$ cat config.mk
export PLATFORM = sky130hd
export DESIGN_NAME = packet_switch
export DESIGN_NICKNAME = d
export VERILOG_FILES = /design/src/rtl/switch_pkg.sv /design/src/rtl/packet_switch_if.sv /design/src/rtl/switch_port_fifo.sv /design/src/rtl/packet_switch.sv
export SDC_FILE = /design/constraint.sdc
export NUM_CORES = 2
export LEC_CHECK = 0
export BUFFER_PORTS_ARGS = -buffer_cell sky130_fd_sc_hd__buf_2
export CAP_MARGIN = 20
export CORE_MARGIN = 2
export CORE_UTILIZATION = 52
export CTS_BUF_LIST = sky130_fd_sc_hd__clkbuf_4 sky130_fd_sc_hd__clkbuf_8
export DETAILED_ROUTE_END_ITERATION = 7
export GPL_TIMING_DRIVEN = 0
export PLACE_DENSITY = 0.69
export SYNTH_ARGS = -nofsm -noshare
export SYNTH_HDL_FRONTEND = slang
export SYNTH_SLANG_ARGS = --single-unit
$ cat constraint.sdc
create_clock -name clock -period 4.6 [get_ports clock]
set_input_delay 1.15 -clock clock [delete_from_list [all_inputs] [get_ports clock]]
set_output_delay 1.15 -clock clock [all_outputs]
set_load 0.05 [all_outputs]
$ cat src/rtl/switch_pkg.sv
// switch_pkg: shared constants and types for the
// four-port packet switch.
package switch_pkg;

  localparam int NUM_PORTS = 4;
  localparam int OFF_DA    = 0;
  localparam int OFF_LEN   = 1;

  typedef enum logic [2:0] {
    ST_IDLE,
    ST_HEADER,
    ST_PAYLOAD,
    ST_PARITY,
    ST_DROP
  } state_e;

endpackage

$ cat src/rtl/packet_switch_if.sv
// packet_switch_if: write/commit/rollback and
// show-ahead read bus of one output queue.
interface packet_switch_if;

  logic       wr_en;
  logic [7:0] wr_data;
  logic       commit;
  logic       rollback;
  logic       full;
  logic       rd_en;
  logic       ready;
  logic [7:0] rd_data;

  modport master (
    output wr_en, wr_data, commit, rollback, rd_en,
    input  full, ready, rd_data
  );

  modport slave (
    input  wr_en, wr_data, commit, rollback, rd_en,
    output full, ready, rd_data
  );

endinterface

$ cat src/rtl/switch_port_fifo.sv
// switch_port_fifo: byte queue with a speculative
// write pointer that is published or rewound per packet.
module switch_port_fifo #(
  parameter int DEPTH = 64
) (
  input  logic            clk,
  input  logic            rst_n,
  packet_switch_if.slave  bus
);

  localparam int AW = $clog2(DEPTH);
  localparam logic [AW:0] ONE = {{AW{1'b0}}, 1'b1};

  logic [7:0]  mem_q [DEPTH];
  logic [AW:0] rd_q;
  logic [AW:0] wr_q;
  logic [AW:0] cm_q;
  logic [AW:0] wr_d;
  logic        push;
  logic        pop;
  logic        empty;

  assign bus.full = (wr_q[AW] != rd_q[AW]) &&
                    (wr_q[AW-1:0] == rd_q[AW-1:0]);
  assign empty    = (cm_q == rd_q);
  assign push     = bus.wr_en && !bus.full;
  assign pop      = bus.rd_en && !empty;
  assign wr_d     = push ? wr_q + ONE : wr_q;

  assign bus.ready   = !empty;
  assign bus.rd_data = empty ? 8'h00
                             : mem_q[rd_q[AW-1:0]];

  // Storage is written at the speculative pointer.
  always_ff @(posedge clk) begin
    if (push) mem_q[wr_q[AW-1:0]] <= bus.wr_data;
  end

  // Commit publishes the writer; rollback rewinds it.
  always_ff @(posedge clk or negedge rst_n) begin
    if (!rst_n) begin
      rd_q <= '0;
      wr_q <= '0;
      cm_q <= '0;
    end else begin
      if (pop) rd_q <= rd_q + ONE;
      if (bus.rollback) wr_q <= cm_q;
      else              wr_q <= wr_d;
      if (bus.commit) cm_q <= wr_d;
    end
  end

endmodule

$ cat src/rtl/packet_switch.sv
// packet_switch: routes DA/LEN/payload/parity packets
// to four output queues; only good packets become visible.
module packet_switch
  import switch_pkg::*;
#(
  parameter int FIFO_DEPTH = 64
) (
  input  logic       clock,
  input  logic       reset,
  input  logic       packet_valid,
  input  logic [7:0] data,
  output logic [7:0] data_0,
  output logic [7:0] data_1,
  output logic [7:0] data_2,
  output logic [7:0] data_3,
  output logic       ready_0,
  output logic       ready_1,
  output logic       ready_2,
  output logic       ready_3,
  input  logic       read_0,
  input  logic       read_1,
  input  logic       read_2,
  input  logic       read_3,
  input  logic       mem_en,
  input  logic       mem_rd_wr,
  input  logic [1:0] mem_add,
  input  logic [7:0] mem_data
);

  logic [7:0]           cfg_q [NUM_PORTS];
  state_e               state_q;
  logic [1:0]           dst_q;
  logic [7:0]           cnt_q;
  logic [7:0]           par_q;
  logic                 seen_low_q;
  logic                 hit;
  logic [1:0]           dst_c;
  logic [1:0]           tgt;
  logic [NUM_PORTS-1:0] wr_en;
  logic [NUM_PORTS-1:0] commit;
  logic [NUM_PORTS-1:0] rollback;
  logic [NUM_PORTS-1:0] full;
  logic [NUM_PORTS-1:0] rdy;
  logic [NUM_PORTS-1:0] rd_en;
  logic [7:0]           pdata [NUM_PORTS];

  // Address registers; a read access has no effect.
  always_ff @(posedge clock or negedge reset) begin
    if (!reset) begin
      for (int i = 0; i < NUM_PORTS; i++)
        cfg_q[i] <= 8'h00;
    end else if (mem_en && mem_rd_wr) begin
      cfg_q[mem_add] <= mem_data;
    end
  end

  // Lowest-index match of the incoming byte as DA.
  always_comb begin
    hit   = 1'b0;
    dst_c = 2'd0;
    for (int i = NUM_PORTS - 1; i >= 0; i--) begin
      if (data == cfg_q[i]) begin
        hit   = 1'b1;
        dst_c = 2'(i);
      end
    end
  end

  assign tgt = (state_q == ST_IDLE) ? dst_c : dst_q;

  // Per-byte queue strobes for the packet in flight.
  always_comb begin
    wr_en    = '0;
    commit   = '0;
    rollback = '0;
    unique case (state_q)
      ST_IDLE: begin
        if (packet_valid && seen_low_q && hit &&
            !full[tgt])
          wr_en[tgt] = 1'b1;
      end
      ST_HEADER, ST_PAYLOAD: begin
        if (packet_valid && !full[tgt])
          wr_en[tgt] = 1'b1;
        else
          rollback[tgt] = 1'b1;
      end
      ST_PARITY: begin
        if (packet_valid && !full[tgt] &&
            data == par_q) begin
          wr_en[tgt]  = 1'b1;
          commit[tgt] = 1'b1;
        end else begin
          rollback[tgt] = 1'b1;
        end
      end
      default: ;
    endcase
  end

  // Input framing: DA, LEN, payload, parity or drop.
  always_ff @(posedge clock or negedge reset) begin
    if (!reset) begin
      state_q    <= ST_IDLE;
      dst_q      <= 2'd0;
      cnt_q      <= 8'd0;
      par_q      <= 8'd0;
      seen_low_q <= 1'b0;
    end else begin
      if (!packet_valid) seen_low_q <= 1'b1;
      unique case (state_q)
        ST_IDLE: begin
          if (packet_valid) begin
            if (seen_low_q && hit && !full[dst_c]) begin
              state_q <= ST_HEADER;
              dst_q   <= dst_c;
              par_q   <= data;
            end else begin
              state_q <= ST_DROP;
            end
          end
        end
        ST_HEADER: begin
          if (!packet_valid) begin
            state_q <= ST_IDLE;
          end else if (full[dst_q]) begin
            state_q <= ST_DROP;
          end else begin
            par_q   <= par_q ^ data;
            cnt_q   <= data;
            state_q <= (data == 8'd0) ? ST_PARITY
                                      : ST_PAYLOAD;
          end
        end
        ST_PAYLOAD: begin
          if (!packet_valid) begin
            state_q <= ST_IDLE;
          end else if (full[dst_q]) begin
            state_q <= ST_DROP;
          end else begin
            par_q   <= par_q ^ data;
            cnt_q   <= cnt_q - 8'd1;
            state_q <= (cnt_q == 8'd1) ? ST_PARITY
                                       : ST_PAYLOAD;
          end
        end
        ST_PARITY: state_q <= ST_IDLE;
        ST_DROP: begin
          if (!packet_valid) state_q <= ST_IDLE;
        end
        default: state_q <= ST_IDLE;
      endcase
    end
  end

  assign rd_en = {read_3, read_2, read_1, read_0};

  for (genvar g = 0; g < NUM_PORTS; g++) begin : g_port
    packet_switch_if bus ();
    assign bus.wr_en    = wr_en[g];
    assign bus.wr_data  = data;
    assign bus.commit   = commit[g];
    assign bus.rollback = rollback[g];
    assign bus.rd_en    = rd_en[g];
    assign full[g]      = bus.full;
    assign rdy[g]       = bus.ready;
    assign pdata[g]     = bus.rd_data;

    switch_port_fifo #(
      .DEPTH (FIFO_DEPTH)
    ) u_fifo (
      .clk   (clock),
      .rst_n (reset),
      .bus   (bus)
    );
  end

  assign data_0  = pdata[0];
  assign data_1  = pdata[1];
  assign data_2  = pdata[2];
  assign data_3  = pdata[3];
  assign ready_0 = rdy[0];
  assign ready_1 = rdy[1];
  assign ready_2 = rdy[2];
  assign ready_3 = rdy[3];

endmodule

==> results.md <==
* Status: complete, but fails checks
* Failing checks: negative setup slack
* Synth top area share at slightly above 70%
* Initial DRC count at ~4,600
* Reg2reg end: g_port[3].u_fifo.mem_q[0][4]$_DFFE_PP_
* Clock transition at the registers of the reported paths at 0.07 ns
* RR Startpoint: g_port[0].u_fifo.rd_q[2]$_DFFE_PN0P_
* Area after DPL at roughly 91,000 sq um
* RSZ-0062 raised after global routing: true
* Hold WC Path Type: input pin to asynchronous set/reset pin
* Port buffer count at a little over 60
* Async SR Flop Fraction at approximately 6.3%
* Initial Utilization at between 50% and 60%
* Vias/cell at about 6.1
* Vias post-DR at 42,800
* Ys flop type: edfxtp_1
* Final #Nets at about 4,600
* Compound-Gate Fraction of Synth Area at less than 1%
* Crit path max-delay family: multiplexers
* Syn_nets at 4,013
* DP Wirelength at approximately 120 mm
* CP arrival at ~4.0 ns
* Antenna-violating nets left at 0
* Cell area after synthesis at about 87,000 sq um
* Vias in the first global route at 43,800
* Chip height at between 400 and 500 um
* Row cnt at ~150
* Crit path max fanout at 5
* Met1 GRT Util at approximately 34%
* Post-synth top area cell: edfxtp_1
* Mux cell area share after synthesis at 18.8%
* CP required at approximately 3.5 ns
* Final Cycle Share at 111%
* Yosys warns at 0
* Maxcap violations at 0
* Top Ports at 63
* Gr busiest metal: met2
* Final setup fails at 33
* Synth Area in XOR/XNOR at approximately 1.5%
* Max incr delay on CP at between 0.5 and 0.6 ns
* Syn_area_per_cell at ~22 sq um
* Slowest-stage cell, CP: mux4_2
* Crit start category: register
* Num CTS Buffers at approximately 360
* Initial antenna violation count at 12
* CTS Hold Bufs at 0
* Clock root buffer: clkbuf_8
* Type of the worst setup path: register to primary output
* CTS tree: built
* Synth area leaders: edfxtp_1 (71%), mux4_2 (17%), dfrtp_1 (4.0%), mux2_2 (1.3%), nor2_1 (1.0%)
* CP cell instances: clkbuf_16 -> buf_12 -> buf_12 -> mux4_2 -> mux4_2 -> mux4_2 -> nor2b_1 -> buf_6
* Flops & latches, synth at 2,186
* Share of layout cells above drive strength 1 at a little over two fifths
* Leakage Power at 0.0328 uW
* GRT met2 Usage at a little under two fifths
* # H-tree levels at 5
* First-pass GRT wire length at between 200 and 300 mm
* Pins Over Slew Limit at 0
* 1st-pass router iterations at 5
* Routability cong. at 0.832
* Min Hold Slack at 0.142 ns
* DRC errors left at 0
* Routing usage on met3 at around 4.7%
* Max frequency at 195 MHz
* Sequential cell area at around 65,000 sq um
* Post-synthesis simple-gate area fraction at 3.11%
* Core Region at ~170,000 sq um
* Crit end category: primary output
* Power per cell area at approximately 560 nW/um^2
* Routed WL per cell at around 29 um
* Final worst slack at -0.519 ns
* EDFF count, synth at between 2,000 and 2,500
* Buf/Inv on CP at 4
* Netlist cell types at 60
* Post-synthesis instance total at around 4,000
* R2r worst-path depth at 11
* Worst-margin pin slew at approximately 1.1 ns
* Synth Area in Adders at less than 1%
* Total negative slack at -14.55 ns
* Worst skew pair latency at about 1.1 ns
* Clock Path Buffers at 4
* WL final at ~200 mm
* Multi-input logic area at ~23,000 sq um
* Endpoints failing hold at 0
* Worst reg2reg setup slack at about 0.48 ns
* CP dominant cell by count: mux4_2
* Largest net degree at the start of global routing at 145
* Skew final at ~0.048 ns
* Max IR drop VDD at 0.754 mV
* Slew headroom at between 20% and 30%
* Sequential-to-total area share from yosys stat at approximately 75%
* Area growth from synthesis to layout at 17.5%
* Gr usage total at between 20% and 30%
* Clock Sinks at between 2,000 and 2,500
* Fillers at ~11,000
* Final min period at around 5 ns
* Die area at roughly 170,000 sq um
* Final instance area at roughly 100,000 sq um
* Die W at 413 um
* Largest family of logic cells by synthesized area: multiplexers
* Grt ovf at 0
## logic make-up after synthesis
kind of cell	Yosys count
muxes	773
adders and majority gates	10
buffers and inverters	255
and+or+nand+nor	543
AOI/OAI and AO/OA	66
DFF	2186
xor gates and xnor gates	143
## per-stage QoR
stage / util, % / cells / power (uW) / worst slack, ns
floorplan: - / 3976 / 33900 / 0.00359
global placement: 54.3 / 6227 / 39000 / -5.75
detailed placement: 55.0 / 6306 / 39100 / -2.76
CTS: 61.2 / 6956 / 57200 / -0.611
global route: 61.7 / 6989 / 59200 / -0.594
finish: 61.7 / 6995 / 57400 / -0.519
## power by group
part / leakage (uW) / switching, uW / total, uW / internal (uW)
sequential: 0.0202 / 357 / 22300 / 21900
clock: 0.00354 / 7330 / 16000 / 8710
combinational: 0.00910 / 9590 / 19100 / 9480
total: 0.0328 / 17300 / 57400 / 40100
## registers in the layout, indices dropped and copies added, names as in the netlist
| name | count |
|---|---|
| g_port.u_fifo.cm_q | 28 |
| cnt_q | 8 |
| g_port.u_fifo.wr_q | 28 |
| par_q | 8 |
| g_port.u_fifo.mem_q | 2048 |
| g_port.u_fifo.rd_q | 28 |
| cfg_q | 32 |
| seen_low_q | 1 |
| dst_q | 2 |
| state_q | 3 |
## per-layer routing
layer  share of wire, %  wire length, um  up-vias
met5              0.017               34        -
met4                2.8             5560        6
met3                8.4            16900      361
met2                 49            98200     1831
met1                 40            81000    22800
li1                   -                -    17800
## worst max-delay path by stage
stage / start / end / slack (ns) / cells past startpoint
3_3_place_gp: data[4] / g_port[3].u_fifo.mem_q[25][6]$_DFFE_PP_ / -5.75 / 12
3_5_place_dp: data[3] / g_port[3].u_fifo.mem_q[27][0]$_DFFE_PP_ / -2.76 / 14
6_report: g_port[2].u_fifo.rd_q[0]$_DFFE_PN0P_ / data_2[3] / -0.52 / 8
2_1_floorplan: data[1] / g_port[3].u_fifo.mem_q[0][0]$_DFFE_PP_ / 0.004 / 12
4_1_cts: g_port[1].u_fifo.rd_q[0]$_DFFE_PN0P_ / data_1[4] / -0.61 / 8
5_1_grt: g_port[1].u_fifo.rd_q[2]$_DFFE_PN0P_ / data_1[1] / -0.59 / 5
## cell usage after synthesis (all sizes together), types with 36 or more instances
cell and instances:
buf 93, clkbuf 147, dfrtp 138, edfxtp 2048
mux2 98, mux4 673, nand2 48, nor2 236
nor2b 36, nor3 61, nor4 39, xnor2 76
xor2 67
## placed cells by master, fill, tap and decap left out, drive strengths merged, types with 36 or more instances in the layout
master	n
buf	319
mux4	673
mux2	98
nor2	236
edfxtp	2048
nor2b	36
nor3	61
clkbuf	630
nor4	39
clkinv	95
dfrtp	138
xor2	67
xnor2	76
nand2	48
## final cells by class
| class | instances | area share [%] |
|---|---|---|
| Antenna cell | 8 | 0.0196 |
| Buffer | 223 | 1.84 |
| Clock buffer | 497 | 5.93 |
| Clock inverter | 106 | 0.579 |
| Inverter | 15 | 0.0552 |
| Multi-Input combinational cell | 1535 | 22.4 |
| Sequential cell | 2186 | 63.7 |
| Tap cell | 2189 | 2.69 |
| Timing Repair Buffer | 236 | 2.82 |
## timing repair
item                                     CTS  global route
endpoints found under the setup margin  2117          1634
gates resized for setup                  952           110
pin swaps                                 16            13
setup buffers                             48            21
gates cloned                              15             9
(Power assumes the default switching activity.)
